===== src/rtl/me_pkg.sv =====
// Shared pixel geometry, row-sizing helper, window bus layout and FSM encoding
// for the motion-estimation reference-row feeder.
package me_pkg;

  localparam int PIX_W    = 8;
  localparam int BLK_PIX  = 16;
  localparam int EXT_PIX  = 3;
  localparam int WIN_PIX  = BLK_PIX + EXT_PIX;
  localparam int WORD_W   = 64;
  localparam int WORD_PIX = WORD_W / PIX_W;

  typedef enum logic {
    ST_IDLE = 1'b0,
    ST_RUN  = 1'b1
  } state_t;

  // 19-pixel read window: pixel j of the window sits in bits [8j+7:8j].
  typedef struct packed {
    logic [EXT_PIX*PIX_W-1:0] ext;
    logic [BLK_PIX*PIX_W-1:0] blk;
  } win_t;

  // Words needed so that step SR_W can still see its pixel SR_W+18.
  function automatic int row_words(input int sr_w);
    return (sr_w + WIN_PIX + WORD_PIX - 1) / WORD_PIX;
  endfunction

endpackage


===== src/rtl/me_line_buf.sv =====
// One search-row line buffer: word writes, a combinational 19-pixel window at any pixel offset,
// and a full flag. Window read is zero-latency; no backpressure (caller only writes when empty).
module me_line_buf
  import me_pkg::*;
#(
  parameter int WORDS = 7,
  parameter int IW    = 3,
  parameter int KW    = 6
) (
  input  logic              clk_i,
  input  logic              rst_n_i,
  input  logic              wr_en,
  input  logic [IW-1:0]     wr_idx,
  input  logic [WORD_W-1:0] wr_dat,
  input  logic              set_full,
  input  logic              clr_full,
  input  logic [KW-1:0]     rd_off,
  output win_t              rd_win,
  output logic              full
);

  localparam int FLAT_W = WORDS * WORD_W;

  logic [WORD_W-1:0] mem [WORDS];
  logic [FLAT_W-1:0] flat;
  logic [FLAT_W-1:0] shifted;

  always_ff @(posedge clk_i) begin
    if (wr_en) begin
      mem[wr_idx] <= wr_dat;
    end
  end

  // The word being written this cycle is forwarded so the first step of a row
  // can be launched on the same edge that completes the row.
  always_comb begin
    flat = '0;
    for (int w = 0; w < WORDS; w++) begin
      flat[w*WORD_W +: WORD_W] = (wr_en && (wr_idx == IW'(w))) ? wr_dat : mem[w];
    end
  end

  assign shifted = flat >> (PIX_W * rd_off);
  assign rd_win  = win_t'(shifted[WIN_PIX*PIX_W-1:0]);

  always_ff @(posedge clk_i or negedge rst_n_i) begin
    if (!rst_n_i) begin
      full <= 1'b0;
    end else if (clr_full) begin
      full <= 1'b0;
    end else if (set_full) begin
      full <= 1'b1;
    end
  end

endmodule


===== src/rtl/me_ref_row_feeder.sv =====
// Ping-pong row assembler feeding the byte-shift window stage: last word of a row in at t, step 0 out at t+1.
// Input stalls via in_ready_o while both buffers are full; output has no backpressure (SR_W+1 gap-free steps).
module me_ref_row_feeder
  import me_pkg::*;
#(
  parameter int SR_W = 32,
  parameter int ROWS = 32
) (
  input  logic                       clk_i,
  input  logic                       rst_n_i,
  input  logic                       start_i,
  input  logic [WORD_W-1:0]          in_data_i,
  input  logic                       in_valid_i,
  output logic                       in_ready_o,
  output logic [BLK_PIX*PIX_W-1:0]   blk_o,
  output logic [EXT_PIX*PIX_W-1:0]   ext_o,
  output logic                       out_valid_o,
  output logic                       row_start_o,
  output logic                       done_o,
  output logic                       busy_o
);

  localparam int ROW_WORDS = row_words(SR_W);
  localparam int KW        = $clog2(SR_W + 1);
  localparam int WW        = (ROW_WORDS > 1) ? $clog2(ROW_WORDS) : 1;
  localparam int RW        = $clog2(ROWS + 1);

  localparam logic [KW-1:0] K_LAST = KW'(SR_W);
  localparam logic [WW-1:0] W_LAST = WW'(ROW_WORDS - 1);
  localparam logic [RW-1:0] R_LAST = RW'(ROWS);
  localparam logic [RW-1:0] R_END  = RW'(ROWS - 1);

  state_t        state;
  logic          fill_sel;
  logic          emit_sel;
  logic          emitting;
  logic [WW-1:0] fill_cnt;
  logic [RW-1:0] rows_filled;
  logic [RW-1:0] rows_emitted;
  logic [KW-1:0] k;

  logic [1:0]    full;
  logic [1:0]    full_eff;
  logic [1:0]    wr_en;
  logic [1:0]    set_full;
  logic [1:0]    clr_full;
  win_t          win [2];
  win_t          win_sel;

  logic          accept;
  logic          row_done;
  logic          last_step;
  logic          win_end;
  logic          nxt_vld;
  logic          nxt_sel;
  logic [KW-1:0] nxt_k;

  assign in_ready_o = (state == ST_RUN) && !full[fill_sel] && (rows_filled < R_LAST);
  assign accept     = in_valid_i && in_ready_o;
  assign row_done   = accept && (fill_cnt == W_LAST);
  assign last_step  = emitting && (k == K_LAST);
  assign win_end    = last_step && (rows_emitted == R_END);

  assign wr_en    = {accept & fill_sel,    accept & ~fill_sel};
  assign set_full = {row_done & fill_sel,  row_done & ~fill_sel};
  assign clr_full = {last_step & emit_sel, last_step & ~emit_sel};
  assign full_eff = full | set_full;

  for (genvar b = 0; b < 2; b++) begin : g_buf
    me_line_buf #(
      .WORDS (ROW_WORDS),
      .IW    (WW),
      .KW    (KW)
    ) u_buf (
      .clk_i    (clk_i),
      .rst_n_i  (rst_n_i),
      .wr_en    (wr_en[b]),
      .wr_idx   (fill_cnt),
      .wr_dat   (in_data_i),
      .set_full (set_full[b]),
      .clr_full (clr_full[b]),
      .rd_off   (nxt_k),
      .rd_win   (win[b]),
      .full     (full[b])
    );
  end

  // Next emitted step: continue the row, hand over to the other buffer
  // back-to-back, or launch a freshly completed row.
  always_comb begin
    nxt_vld = 1'b0;
    nxt_sel = emit_sel;
    nxt_k   = '0;
    if (state == ST_RUN) begin
      if (emitting && !last_step) begin
        nxt_vld = 1'b1;
        nxt_k   = k + 1'b1;
      end else if (last_step) begin
        nxt_sel = !emit_sel;
        nxt_vld = !win_end && full_eff[!emit_sel];
      end else begin
        nxt_vld = full_eff[emit_sel];
      end
    end
  end

  assign win_sel = nxt_sel ? win[1] : win[0];

  always_ff @(posedge clk_i or negedge rst_n_i) begin
    if (!rst_n_i) begin
      state        <= ST_IDLE;
      fill_sel     <= 1'b0;
      emit_sel     <= 1'b0;
      emitting     <= 1'b0;
      fill_cnt     <= '0;
      rows_filled  <= '0;
      rows_emitted <= '0;
      k            <= '0;
      blk_o        <= '0;
      ext_o        <= '0;
      out_valid_o  <= 1'b0;
      row_start_o  <= 1'b0;
      done_o       <= 1'b0;
      busy_o       <= 1'b0;
    end else begin
      done_o      <= 1'b0;
      busy_o      <= (state == ST_RUN) || start_i;
      out_valid_o <= nxt_vld;
      row_start_o <= nxt_vld && (nxt_k == '0);
      emitting    <= nxt_vld;
      k           <= nxt_k;
      emit_sel    <= nxt_sel;
      if (nxt_vld) begin
        blk_o <= win_sel.blk;
        ext_o <= win_sel.ext;
      end

      case (state)
        ST_IDLE: begin
          if (start_i) begin
            state <= ST_RUN;
          end
        end
        ST_RUN: begin
          if (accept) begin
            fill_cnt <= row_done ? '0 : fill_cnt + 1'b1;
            if (row_done) begin
              fill_sel    <= !fill_sel;
              rows_filled <= rows_filled + 1'b1;
            end
          end
          if (last_step) begin
            rows_emitted <= rows_emitted + 1'b1;
          end
          if (win_end) begin
            state        <= ST_IDLE;
            done_o       <= 1'b1;
            fill_sel     <= 1'b0;
            emit_sel     <= 1'b0;
            fill_cnt     <= '0;
            rows_filled  <= '0;
            rows_emitted <= '0;
          end
        end
        default: state <= ST_IDLE;
      endcase
    end
  end

endmodule


===== config.mk =====
export PLATFORM = sky130hd
export DESIGN_NAME = me_ref_row_feeder
export DESIGN_NICKNAME = d
export VERILOG_FILES = /design/src/rtl/me_pkg.sv /design/src/rtl/me_line_buf.sv /design/src/rtl/me_ref_row_feeder.sv
export SDC_FILE = /design/constraint.sdc
export NUM_CORES = 2
export LEC_CHECK = 0
export ABC_AREA = 1
export CAP_MARGIN = 40
export CELL_PAD_IN_SITES_DETAIL_PLACEMENT = 2
export CELL_PAD_IN_SITES_GLOBAL_PLACEMENT = 2
export CORE_MARGIN = 2
export CORE_UTILIZATION = 39
export CTS_CLUSTER_DIAMETER = 50
export DETAILED_ROUTE_END_ITERATION = 10
export MAX_ROUTING_LAYER = met4
export PLACE_DENSITY = 0.95
export SYNTH_ARGS = -nofsm -noshare
export SYNTH_HDL_FRONTEND = slang
export SYNTH_SLANG_ARGS = --single-unit

===== constraint.sdc =====
create_clock -name clk_i -period 11.6 [get_ports clk_i]
set_clock_uncertainty 0.15 [all_clocks]
set_input_delay 2.9 -clock clk_i [delete_from_list [all_inputs] [get_ports clk_i]]
set_output_delay 2.9 -clock clk_i [all_outputs]
set_load 0.05 [all_outputs]

Word-level counts from Yosys, hierarchy flattened
Memories as Yosys holds them, arrays and structs flattened.
Cells that the tools add are included.
Operators by class
  add/sub/neg operators: 4
  order comparisons: 4
  equal/unequal tests: 8
  shift-type cells: 2
  multiplexer cells: 55
  bitwise logic cells: 10
  reduce and logical (&&, ||, !) cells: 39
Operators by type and width (count)
  64-bit two-way mux: 14
  448-bit by 9-bit >> shifter with 152-bit output: 2
  152-bit two-way mux: 1
  6-bit two-way mux: 7
  1-bit two-way mux: 29
  1-bit logical AND: 23
  6-bit by 1-bit adder with 6-bit output (second input constant): 3
  2-bit nonzero test: 5
  3-bit equality test (second input constant): 3
  3-bit two-way mux: 3
  1-bit bitwise AND: 6
  3-bit by 2-bit equality test with 1-bit output (second input constant): 2
  6-bit by 5-bit equality test with 1-bit output (second input constant): 1
  6-bit equality test (second input constant): 1
  6-bit zero test: 1
  1-bit by 2-bit less-than comparator with 1-bit output (second input constant): 3
  6-bit less-than comparator (second input constant): 1
  1-bit zero test: 5
  2-bit AND reduction: 2
  3-bit by 1-bit adder with 3-bit output (second input constant): 1
  3-bit by 1-bit equality test with 1-bit output (second input constant): 1
  3-bit zero test: 1
  1-bit NOT: 3
  3-bit AND reduction: 1
  3 further kinds: 3
Word-level totals
  flip-flop bits (word level): 182
  memory bits (writable): 896
  bits of input ports: 68
  output and inout bits: 157
  logic and storage cells: 139
  memories kept: 2
Memory list
  g_buf[0].u_buf.mem: words 7, width 64, rd ports 7, clocked after memory_dff 0, wr ports 1, line me_line_buf.sv:24  | logic [WORD_W-1:0] mem [WORDS];
  g_buf[1].u_buf.mem: words 7, width 64, rd ports 7, clocked after memory_dff 0, wr ports 1, line me_line_buf.sv:24

Depth between registers and ports, before layout
  depth after elaboration: 16
  gate-level depth with buffers: 24

Hierarchy
From an unflattened synthesis, not the netlist that was laid out.
Second synthesis, totals
  cell total of the unflattened synthesis: 17142
  area total of the unflattened synthesis: 102619.7 sq um
Modules (own cells, without submodules)
  me_line_buf: instances 2, cells an instance 7904, area each 46533.4 sq um, sequential area each 13477.9 sq um
  me_ref_row_feeder: instances 1, cells an instance 1334, area each 9552.9 sq um, sequential area each 4504.3 sq um

Worst setup path before layout
Ideal clock, no wire load.
  path type: input -> register
  start point: in in_valid_i
  end point: mem g_buf[1].u_buf.mem[0][0] (enable)
  library setup time: 0.486 ns
  arrival time: 6.157 ns
  path slack: 4.806 ns
  stages on the path: 6
  buffers on the path: 2
  cell sequence: inv_1 -> nor2_4 -> buf_6 -> buf_6 -> nand2_2 -> nor2_1
On the way
  longest elaborated chain between the ends: 4
RTL lines
  start, declared: line me_ref_row_feeder.sv:13  | input logic in_valid_i,
  1-bit logical AND: line me_ref_row_feeder.sv:59  | assign accept = in_valid_i && in_ready_o;
  1-bit bitwise AND: line me_ref_row_feeder.sv:64  | assign wr_en = {accept & fill_sel, accept & ~fill_sel};
  1-bit two-way mux: line me_line_buf.sv:29  | if (wr_en) begin
  1-bit two-way mux (implied by the code): line me_line_buf.sv:30  | mem[wr_idx] <= wr_dat;
  end, declared: line me_line_buf.sv:24
No other way between the ends.

Worst setup path after layout
  start point: in in_valid_i
  end point: reg blk_o[120]
On the way
  longest elaborated chain between the ends: 10
RTL lines
  1-bit logical AND *: line me_ref_row_feeder.sv:59
  parallel branches: the longest is 9 deep, another holds 448-bit by 9-bit >> shifter with 152-bit output
  end signal, assigned: line me_ref_row_feeder.sv:134  | blk_o <= win_sel.blk;
  end, declared: line me_ref_row_feeder.sv:15  | output logic [BLK_PIX*PIX_W-1:0] blk_o,
Mark *: on every way between the ends. The select of a mux whose other input is x is not followed.
A chain may end at the register's enable or synchronous reset.

==> reports/metrics.cfg <==
[route]
drtIter0Drc=12600
drt_wl_total_um=485000
route.vias.total=90700
ant_nets=0
drtPass1Iterations=6
avgViaCountPerCell=6.95
wl_per_cell_um=37.2
drcViolationCount=0

[global_routing]
grt_pass1_vias=95100
antenna_found_initial=67
grt_pass1_wl_um=689000
overflow=0
grt.total_usage_pct=50.3
grt_max_degree=170

[yosys]
yosysTopAreaCellShare_pct=36.4
synth_cells=10500
yosysTopAreaCell=edfxtp_1
syn_nets=10600
ys_top_cells_by_count=nand3_1 (3739), nand2_1 (3205), edfxtp_1 (896)
ys_top_cells_by_area=edfxtp_1 (36%), nand3_1 (25%), nand2_1 (16%)
synth_cell_types=40
synth_seq_area_share_pct=42.6
yosysMostFrequentCell=nand3_1
ys_warn_count=0
synthArstFlopShare_pct=16.9
ys_ff_latch=1078
synth-edff-count=896
syn-cell-area_um2=73900
syn_area_per_cell_um2=7.02
ys.flop_type=edfxtp_1

[run]
drv_cap=0

[placement]
hpwl_um=309000
io_buffers=224
place_ws_ps=3610
dp_cells=12600
finalWeightedCongestion=1.00

[floorplanning]
core.rowCount=159
coreArea_um2=188000
chipWidth_um=439
dieArea_um2=193000
ioPinCount=225
fp.dieH_um=439
initial_core_util_pct=39.3

[final_layout]
syn_to_final_growth_pct=15.0
drive_gt1_share_pct=5.84
layout.nets=10400
fillCellCount=21500
layout.cells.non_filler=13100

[clocking]
cts_setup_buffers=0
clk_latency_ps=860
h-tree-depth=4
clk_pin_slew_worst_paths_ps=60
cts_tree=done
clock_sinks=1078
cts_hold_buf=0
clock-root-buffer=clkbuf_16
cts_resized=0
cts_buffers=168
clk_path_buf_depth=3

[status]
status=complete, no violations

[setup_path]
worstPathMaxFanout=52
crit_required_ps=12120
end_kind=flip-flop
cp-start-kind=input port
cp.arrival_ps=8420
path_class=in -> reg

[timing]
grt_setup_unrepaired=false
hold_viol_final=0
relSlewSlack_pct=5.62
period_needed_ps=7900
setup_slack_ps=3700
setup_viol=0
fmax_mhz=127
worst_slew_pin_slew_ps=1420
tns_ps=0
post-route-period-util_pct=68.1
report.final.slew_viol_count=0

[hold_path]
hp-class=reg -> reg

-- area by class of cell --
| class | instances | area (µm²) | area share [%] |
|---|---|---|---|
| clock buffer | 200 | 4490 | 5.28 |
| sequential | 1078 | 31500 | 37.0 |
| tap | 2495 | 3120 | 3.67 |
| inverter | 442 | 1710 | 2.01 |
| timing repair buffer | 476 | 5050 | 5.94 |
| clock inverter | 116 | 1270 | 1.50 |
| multi-input combinational | 8163 | 37700 | 44.4 |
| antenna | 82 | 205 | 0.241 |
-- final timing paths --
path / start / end / slack (ps) / cells after the start
max reg2reg: fill_sel / blk_o[120] / 4390 / 18
max in group asynchronous: rst_n_i / blk_o[52] / 7510 / 3
min: blk_o[54] / blk_o[54] / 330 / 2
min in group asynchronous: rst_n_i / blk_o[122] / 1840 / 1
min reg2reg: blk_o[54] / blk_o[54] / 330 / 2
max: in_valid_i / blk_o[120] / 3700 / 17
-- state kept, by name, indices dropped and copies added (netlist names) --
name / flops
rows_filled: 6
done_o: 1
state: 1
rows_emitted: 6
emitting: 1
g_buf.u_buf.mem: 896
emit_sel: 1
g_buf.u_buf.full: 2
blk_o: 128
fill_cnt: 3
row_start_o: 1
fill_sel: 1
ext_o: 24
busy_o: 1
k: 6
-- cell usage in the layout, fill, tap and decap left out, drive strengths merged, types with 11 or more instances in the layout --
cell type / netlist / routed
clkdlybuf4s50: 0 / 218
edfxtp: 896 / 896
nor2: 179 / 179
clkinv: 16 / 70
ha: 11 / 11
nand4: 363 / 363
nand3: 3744 / 3744
clkinvlp: 0 / 19
buf: 365 / 258
dfrtp: 182 / 182
clkbuf: 481 / 200
o211ai: 19 / 19
o21ai: 414 / 414
a31oi: 17 / 17
diode: 0 / 82
nand2: 3208 / 3208
bufinv: 0 / 14
a21oi: 174 / 174
inv: 426 / 455
-- per-layer routing --
layer,up-vias,track usage [%],share of wire [%]
met1,45700,57.0,35
li1,36400,-,-
met5,-,-,0
met2,6390,72.5,43
met4,0,39.5,9.0
met3,2181,17.1,13
-- metrics by stage --
step                      utilization (%)  cell area (µm²)  hold WS, ps
final                                45.2            85000          334
after global routing                 45.2            85000          370
after CTS                            44.9            84500          340
after detailed placement             41.9            78700          321
after global placement               41.5            78000          315
after floorplan                         -            73900          325
-- critical path, stage by stage --
cell             delay (ps)
clkdlybuf4s50_1         470
inv_1                    80
nor2_4                  180
buf_4                   630
nand3_4                 620
inv_2                   870
buf_4                   720
nand2_1                 160
nand3_1                 200
nand2_1                  70
nand2_1                  60
nand3_1                 130
nand3_1                 210
nand3_1                 100
nand4_1                 180
nand2_1                 100
a21oi_1                 500
-- kinds of logic (layout without fill, tap and decap cells) --
group | after synthesis | in the layout | synth area share [%]
xor gates and xnor gates | 5 | 5 | 0.0592
adders and majority gates | 11 | 11 | 0.186
DFF | 1078 | 1078 | 42.6
and+or+nand+nor | 7515 | 7515 | 45.9
AOI/OAI and AO/OA | 632 | 632 | 4.40
other | 0 | 82 | 0
buffers and inverters | 1288 | 1234 | 6.92
Power is left out: the tool's default activity adds up to more than one toggle a clock period on the data nets, which glitch-free logic cannot reach.
